$ cat config.mk
export PLATFORM = sky130hd
export DESIGN_NAME = uart_rx_unit_flat
export DESIGN_NICKNAME = d
export VERILOG_FILES = /design/src/rtl/uart_rx_unit_if.sv /design/src/rtl/uart_rx_unit.sv /design/src/flat_wrapper.sv
export SDC_FILE = /design/constraint.sdc
export NUM_CORES = 1
export LEC_CHECK = 0
export CELL_PAD_IN_SITES_DETAIL_PLACEMENT = 0
export CELL_PAD_IN_SITES_GLOBAL_PLACEMENT = 1
export CORE_MARGIN = 10
export CORE_UTILIZATION = 41
export DETAILED_ROUTE_END_ITERATION = 12
export GPL_TIMING_DRIVEN = 0
export HOLD_SLACK_MARGIN = 0.05
export PLACE_DENSITY_LB_ADDON = 0.1
export SYNTH_ARGS = -nofsm -noshare
export SYNTH_HDL_FRONTEND = slang
export SYNTH_SLANG_ARGS = --single-unit
$ cat constraint.sdc
create_clock -name clk -period 1.8 [get_ports clk]
set_input_delay 0.36 -clock clk [delete_from_list [all_inputs] [get_ports clk]]
set_output_delay 0.36 -clock clk [all_outputs]
set_load 0.05 [all_outputs]
$ cat src/rtl/uart_rx_unit_if.sv
// -----------------------------------------------------------------------------
// uart_rx_unit_if
//   Groups the serial line and the peripheral-side receive signals of
//   uart_rx_unit so the receiver and its bus wrapper share one port.
//
//   din        serial line into the receiver, idle high, asynchronous to clk
//   rx_ack     one-cycle read strobe from the peripheral register map
//   rx_data    last correctly framed byte
//   rx_ready   unread byte held in rx_data (also the RX interrupt request)
//   rx_overrun sticky: a byte completed while the previous one was unread
//   frame_err  one-cycle pulse: stop bit sampled low
//   rx_busy    receiver is somewhere other than IDLE
//
//   master : peripheral / line side (drives din, rx_ack)
//   slave  : the receiver itself
// -----------------------------------------------------------------------------
interface uart_rx_unit_if;
  logic       din;
  logic       rx_ack;
  logic [7:0] rx_data;
  logic       rx_ready;
  logic       rx_overrun;
  logic       frame_err;
  logic       rx_busy;

  modport master (
    output din, rx_ack,
    input  rx_data, rx_ready, rx_overrun, frame_err, rx_busy
  );

  modport slave (
    input  din, rx_ack,
    output rx_data, rx_ready, rx_overrun, frame_err, rx_busy
  );
endinterface

$ cat src/rtl/uart_rx_unit.sv
// -----------------------------------------------------------------------------
// uart_rx_unit
//   8N1 asynchronous serial receiver, LSB first. din is brought into the clk
//   domain by a two-flop synchroniser; the start bit is re-checked at its
//   middle, then each data bit and the stop bit are sampled one bit period
//   apart, i.e. at mid-bit. A received byte is held until the CPU acks it.
//
//   Parameters
//     CLKS_PER_BIT  clk cycles per serial bit (>= 4)
//     CNT_W         bit-timing counter width, 2**CNT_W > CLKS_PER_BIT
//
//   Ports
//     clk    system clock, rising edge
//     reset  asynchronous, active-low reset
//     bus    uart_rx_unit_if.slave (din, rx_ack in; rx_data, rx_ready,
//            rx_overrun, frame_err, rx_busy out)
// -----------------------------------------------------------------------------
module uart_rx_unit #(
  parameter int CLKS_PER_BIT = 5208,
  parameter int CNT_W        = 13
) (
  input  logic           clk,
  input  logic           reset,
  uart_rx_unit_if.slave  bus
);

  typedef enum logic [2:0] {
    S_IDLE,
    S_START,
    S_DATA,
    S_STOP,
    S_BREAK
  } state_e;

  localparam logic [CNT_W-1:0] CNT_LAST = CNT_W'(CLKS_PER_BIT - 1);
  localparam logic [CNT_W-1:0] CNT_HALF = CNT_W'(CLKS_PER_BIT / 2 - 1);

  state_e           state_q, state_d;
  logic [CNT_W-1:0] cnt_q, cnt_d;
  logic [2:0]       idx_q, idx_d;
  logic [7:0]       shift_q, shift_d;
  logic [7:0]       data_q, data_d;
  logic             ready_q, ready_d;
  logic             overrun_q, overrun_d;
  logic             ferr_q, ferr_d;
  logic             sync1_q, din_s_q;
  logic             done;

  // NOTE: sequential state uses non-blocking assignments so every flop
  // samples the pre-edge value of every other flop.
  always_ff @(posedge clk or negedge reset) begin
    if (!reset) begin
      // NOTE: both synchroniser flops reset to the idle line level (1) so
      // a frame cannot appear to start the moment reset is released.
      sync1_q   <= 1'b1;
      din_s_q   <= 1'b1;
      state_q   <= S_IDLE;
      cnt_q     <= '0;
      idx_q     <= '0;
      shift_q   <= '0;
      data_q    <= '0;
      ready_q   <= 1'b0;
      overrun_q <= 1'b0;
      ferr_q    <= 1'b0;
    end else begin
      sync1_q   <= bus.din;
      din_s_q   <= sync1_q;
      state_q   <= state_d;
      cnt_q     <= cnt_d;
      idx_q     <= idx_d;
      shift_q   <= shift_d;
      data_q    <= data_d;
      ready_q   <= ready_d;
      overrun_q <= overrun_d;
      ferr_q    <= ferr_d;
    end
  end

  always_comb begin
    // NOTE: every variable gets a default first so no path leaves it
    // unassigned, which would otherwise infer a latch.
    state_d   = state_q;
    cnt_d     = cnt_q;
    idx_d     = idx_q;
    shift_d   = shift_q;
    data_d    = data_q;
    ready_d   = ready_q;
    overrun_d = overrun_q;
    ferr_d    = 1'b0;
    done      = 1'b0;

    unique case (state_q)
      S_IDLE: begin
        cnt_d = '0;
        if (!din_s_q) state_d = S_START;
      end
      S_START: begin
        // Re-check the line at the middle of the start bit; a high level
        // here means the falling edge was only a glitch.
        if (cnt_q == CNT_HALF) begin
          cnt_d   = '0;
          idx_d   = '0;
          state_d = din_s_q ? S_IDLE : S_DATA;
        end else begin
          cnt_d = cnt_q + CNT_W'(1);
        end
      end
      S_DATA: begin
        if (cnt_q == CNT_LAST) begin
          cnt_d          = '0;
          shift_d[idx_q] = din_s_q;
          idx_d          = idx_q + 3'd1;
          if (idx_q == 3'd7) state_d = S_STOP;
        end else begin
          cnt_d = cnt_q + CNT_W'(1);
        end
      end
      S_STOP: begin
        if (cnt_q == CNT_LAST) begin
          cnt_d = '0;
          if (din_s_q) begin
            done    = 1'b1;
            state_d = S_IDLE;
          end else begin
            ferr_d  = 1'b1;
            state_d = S_BREAK;
          end
        end else begin
          cnt_d = cnt_q + CNT_W'(1);
        end
      end
      S_BREAK: begin
        // Wait out a held-low line so it reports only one framing error.
        cnt_d = '0;
        if (din_s_q) state_d = S_IDLE;
      end
      default: begin
        cnt_d   = '0;
        state_d = S_IDLE;
      end
    endcase

    // A completion on the same edge as an ack replaces the byte being read,
    // so nothing is lost and no overrun is flagged.
    if (done) begin
      data_d  = shift_q;
      ready_d = 1'b1;
      if (ready_q && !bus.rx_ack) overrun_d = 1'b1;
    end else if (bus.rx_ack) begin
      ready_d = 1'b0;
    end
  end

  assign bus.rx_data    = data_q;
  assign bus.rx_ready   = ready_q;
  assign bus.rx_overrun = overrun_q;
  assign bus.frame_err  = ferr_q;
  assign bus.rx_busy    = (state_q != S_IDLE);

endmodule

$ cat src/flat_wrapper.sv
// flat-port wrapper written by rule: the top's interface ports become plain ports
module uart_rx_unit_flat 
#(
  parameter int CLKS_PER_BIT = 5208,
  parameter int CNT_W        = 13
)
  (clk, reset, bus_din, bus_rx_ack, bus_rx_data, bus_rx_ready, bus_rx_overrun, bus_frame_err, bus_rx_busy);
  uart_rx_unit_if bus_i ();
  input  logic clk;
  input  logic reset;
  input wire logic [$bits(bus_i.din)-1:0] bus_din;
  input wire logic [$bits(bus_i.rx_ack)-1:0] bus_rx_ack;
  output wire logic [$bits(bus_i.rx_data)-1:0] bus_rx_data;
  output wire logic [$bits(bus_i.rx_ready)-1:0] bus_rx_ready;
  output wire logic [$bits(bus_i.rx_overrun)-1:0] bus_rx_overrun;
  output wire logic [$bits(bus_i.frame_err)-1:0] bus_frame_err;
  output wire logic [$bits(bus_i.rx_busy)-1:0] bus_rx_busy;
  assign bus_i.din = bus_din;
  assign bus_i.rx_ack = bus_rx_ack;
  assign bus_rx_data = bus_i.rx_data;
  assign bus_rx_ready = bus_i.rx_ready;
  assign bus_rx_overrun = bus_i.rx_overrun;
  assign bus_frame_err = bus_i.frame_err;
  assign bus_rx_busy = bus_i.rx_busy;
  uart_rx_unit #(.CLKS_PER_BIT(CLKS_PER_BIT), .CNT_W(CNT_W)) u_core (.clk(clk), .reset(reset), .bus(bus_i));
endmodule
# Yosys cells after proc, flatten, opt, wreduce, memory -nomap -nowiden
# Cells that the tools add are included.
# totals
ff_bits	40
inputBits	4
output_inout_bits	12
word_cells	65
# op_classes
add_sub_neg	2
n_lt_le_gt_ge	2
eq_ne	13
mux	26
reduce_logical	12
# ops
cell	count
$mux W3	9
$mux W13	2
$pmux W13 S2	1
$pmux W3 S5	1
$add A13 B1 Y13 const B	1
$eq A13 B12 Y1 const B	1
$eq A13 B13 Y1 const B	1
$ne A2 B1 Y1 const B	5
$mux W1	9
$bwmux W8	1
$eq A3 B2 Y1 const B	2
$eq A3 B3 Y1 const B	2
$pmux W3 S2	1
$reduce_and A6 Y1	1
$lt A3 B4 Y1 const B	1
$reduce_and A2 Y1	2
$reduce_bool A2 Y1	2
$add A3 B1 Y3 const B	1
$demux W1 S3	1
$eq A3 B1 Y1 const B	1
$ge A3 B1 Y1 const B	1
$logic_not A3 Y1	1
$reduce_and A3 Y1	1
$reduce_bool A3 Y1	1
other kinds (5)	6

# Longest topological paths before layout
# depth
ltp_word	5
mapped_depth	6
ltp_nobuf	5

# Worst setup path after synthesis
# OpenSTA, ideal clock, no wires.
# synth_path
kind	register to register
from	register u_core.cnt_q[0]
to	register u_core.shift_q[4]
setup_ps	125
arrival_ps	1674
required_ps	1675
slack_ps	1
path_stages_with_launch	7
n_path_buf	1
period_less_slack_ps	1799
path_cell_list	dfrtp_1 ha_1 and3_1 and4_1 buf_6 and4_1 mux2_2
# synth_via
elab_chain_cells	2
# synth_rtl
element	line	rtl
start, declared	uart_rx_unit.sv:39	logic [CNT_W-1:0] cnt_q, cnt_d;
start signal, assigned	uart_rx_unit.sv:69	cnt_q <= cnt_d;
$eq A13 B13 Y1	uart_rx_unit.sv:109	if (cnt_q == CNT_LAST) begin
$reduce_and A2 Y1 (no source line)	-	
end signal, assigned	uart_rx_unit.sv:71	shift_q <= shift_d;
end, declared	uart_rx_unit.sv:41	logic [7:0] shift_q, shift_d;
# No other way between the ends.
# A chain may end at the register's enable or synchronous reset.

# Worst setup path after layout
# layout_path
from	register u_core.cnt_q[11]
to	register u_core.shift_q[4]
# The elaborated chain is that of the path after synthesis.

==> results.cfg <==
[cells_and_area]
final_nets = 203
ff_latch_area_mm2 = 0.00101
drive_gt1_frac = 0.270
area_delta_synth_final_pct = 21.9
final_cell_area_mm2 = 0.00231
final_cell_mix = dfrtp_1 (36), nor2_1 (18), mux2_2 (11)
diodes = 0
final_common_cell = dfrtp_1
fillers = 396
multiInputGateArea_um2 = 880

[routing]
vias = 1342
totalWireLength_mm = 3.58
firstDrtPassIters = 4
drc = 0
drtIter0Drc = 65
routed_via_density = 5.41
wl_per_cell_um = 14.4
ant_nets = 0

[setup_path]
crit_buf_inv = 1
crit_fanout = 5
ff2ff_setup_slack_ns = 0.04
arrival_ns = 1.94
cp-start-kind = register
endpoint_kind = register
max_stage_delay_ns = 0.44
worstPathCellList = nor4b_4 > and4_1 > buf_6 > and4_4 > mux2_4
cp_slowest_cell = dfrtp_2
crit_required_ns = 1.98
crit_type = register to register
path_delay_family = simple AND/OR/NAND/NOR gates

[pwr]
power.share.clock = 0.372
ir_drop_uv = 292
comb_power_share = 0.018
internal_power_uw = 1170
p_switching_uw = 311
p_total_uw = 1480
power_leakage_uw = 0.00109
netSwitchingFraction = 0.210
powerDensity_mw_per_mm2 = 642
share_seq_of_total_power = 0.610

[synthesis]
synth.ff_latch_count = 40
synth_top_family_by_area = simple AND/OR/NAND/NOR gates
synthTopCellsByArea = dfrtp_1 (50%), mux2_2 (8.3%), xnor2_1 (3.7%)
netlist_area_mm2 = 0.00189
syn_inst = 164
yosysSeqAreaShare = 0.530
async_reset_ff_frac = 1.00
synthSimpleGateAreaFrac = 0.222
synth_top_area_cell = dfrtp_1
synth_cell_types = 42
syn_nets = 171
synth-compound-area-share = 0.0476
yosysWarningCount = 0
synth_fa_ha_area_frac = 0.0198
synth_mux_area_frac = 0.100
synth_xor_area_frac = 0.0509
synth_top_area_frac = 0.502
synth_edf_count = 0
syn_area_per_cell_um2 = 11.5
ys.flop_type = dfrtp_1

[global_route]
grt_max_degree = 41
antenna_found_initial = 0
gr-usage-all-layers = 0.0997
grt_pass1_vias = 1332
grt_overflow_total = 0
grt_pass1_wl_mm = 6.10

[sta]
period_share = 0.976
setup_viol = 0
relSlewSlack = 0.413
fin_skew_ns = 0.00709
fin_crit_ns = 1.76
drv_slew = 0
tightestPinTransition_ns = 0.880
rsz0062_at_grt = yes
hold_violations = 0
max_freq_ghz = 0.569

[floorplanning]
die_area_mm2 = 0.00774
fp.dieW_um = 88.0
die_height_um = 88.0
pin_count = 16
rows = 24
core_mm2 = 0.00441
start_util = 0.429

[place]
place_area_mm2 = 0.00210
hpwl_mm = 2.50
finalWeightedCongestion = 0.765
port_buffers = 15

[cts]
cts.sinks = 40
cts_hold_buf = 0
path_clk_slew_ns = 0.07
insertion_delay_ns = 0.29
cts_tree = built
htreeDepth = 2
clock_path_buffers = 2
cts_buffers = 5
root_buffer = clkbuf_8

[flow_run]
drv_cap = 0

[run_status]
status = complete, no violations

[worst_hold_path]
hp-class = primary input to async pin
==> Yosys cell counts, types with 2 or more instances <==
cell type and number:
mux2_2 14, a31oi_1 2, nand3_1 10, xor2_1 3, and4_1 2, nor2_1 18
nor3b_1 2, xnor2_1 8, mux2_1 2, o31ai_1 2, nor3_1 9, dfrtp_1 38
a21o_1 2, nor2b_1 2, nand2_1 7, dfstp_2 2, nor4_1 2, inv_1 6
ha_1 3, buf_2 2, nand4_1 7
==> sequential cells by signal (all words and copies together) (netlist names) <==
register / flops
u_core.bus.rx_ready: 1
u_core.bus.rx_data: 8
u_core.bus.rx_overrun: 1
u_core.sync1_q: 1
u_core.cnt_q: 13
u_core.shift_q: 8
u_core.idx_q: 3
u_core.state_q: 3
u_core.bus.frame_err: 1
u_core.din_s_q: 1
==> kinds of logic after synthesis <==
kind of cell,count (synthesis)
buffers and inverters,11
AOI/OAI and AO/OA,12
muxes,17
xor gates and xnor gates,11
adders and majority gates,3
DFF,40
and+or+nand+nor,70
==> power groups by stage <==
stage / sequential, uW / clock, uW / combinational [uW]
2_1_floorplan: 921 / 0 / 3.53
3_3_place_gp: 921 / 0 / 28.4
3_5_place_dp: 921 / 0 / 29.0
4_1_cts: 903 / 583 / 29.0
5_1_grt: 903 / 616 / 32.0
6_report: 904 / 551 / 26.8
==> worst reg2reg max path: stages (launching register included) <==
cell	delay, ns
dfrtp_2	0.44
nor4b_4	0.33
and4_1	0.26
buf_6	0.12
and4_4	0.22
mux2_4	0.29
==> worst paths after layout <==
check / depth (start not counted) / end / startpoint
min reg2reg: 0 / u_core.din_s_q$_DFF_PN1_ / u_core.sync1_q$_DFF_PN1_
max reg2reg: 5 / u_core.shift_q[4]$_DFFE_PN0P_ / u_core.cnt_q[11]$_DFF_PN0_
min in group clk: 0 / u_core.din_s_q$_DFF_PN1_ / u_core.sync1_q$_DFF_PN1_
max in group asynchronous: 1 / u_core.cnt_q[11]$_DFF_PN0_ / reset
max: 5 / u_core.shift_q[4]$_DFFE_PN0P_ / u_core.cnt_q[11]$_DFF_PN0_
min: 1 / u_core.bus.rx_data[6]$_DFFE_PN0P_ / reset
==> per-layer routing <==
metal / global-route usage / vias up / part of all wire
li1: - / 653 / -
met1: 0.113 / 652 / 0.43
met2: 0.169 / 29 / 0.49
met3: 0.0334 / 8 / 0.059
met4: 0.0391 / 0 / 0.017
met5: 0 / - / 0
==> stage by stage <==
| stage | hold WS [ns] | TNS (ns) | worst slack [ns] | util | std cells |
|---|---|---|---|---|---|
| floorplan | 0.0644 | 0 | 0.00139 | - | 164 |
| global placement | 0.345 | -25.00 | -0.556 | 0.478 | 231 |
| detailed placement | 0.347 | -3.86 | -0.194 | 0.476 | 231 |
| CTS | 0.220 | 0 | 0.00376 | 0.508 | 245 |
| global route | 0.262 | -0.0768 | -0.0225 | 0.523 | 248 |
| finish | 0.188 | 0 | 0.0432 | 0.523 | 248 |
==> layout make-up <==
cell class | count | share of cell area
Sequential cell | 40 | 0.436
Multi-Input combinational cell | 113 | 0.381
Timing Repair Buffer | 25 | 0.0954
Clock buffer | 6 | 0.0315
Tap cell | 52 | 0.0282
Buffer | 5 | 0.0157
Inverter | 6 | 0.00976
Clock inverter | 1 | 0.00217
==> what timing repair did <==
action / CTS / global route
gates cloned: 0 / 0
endpoints found under the setup margin: 37 / 27
setup buffers: 7 / 3
pin swaps: 6 / 3
hold endpoints to repair: 0 / 0
resized for setup: 20 / 11
Power figures use the tool's default switching activity.
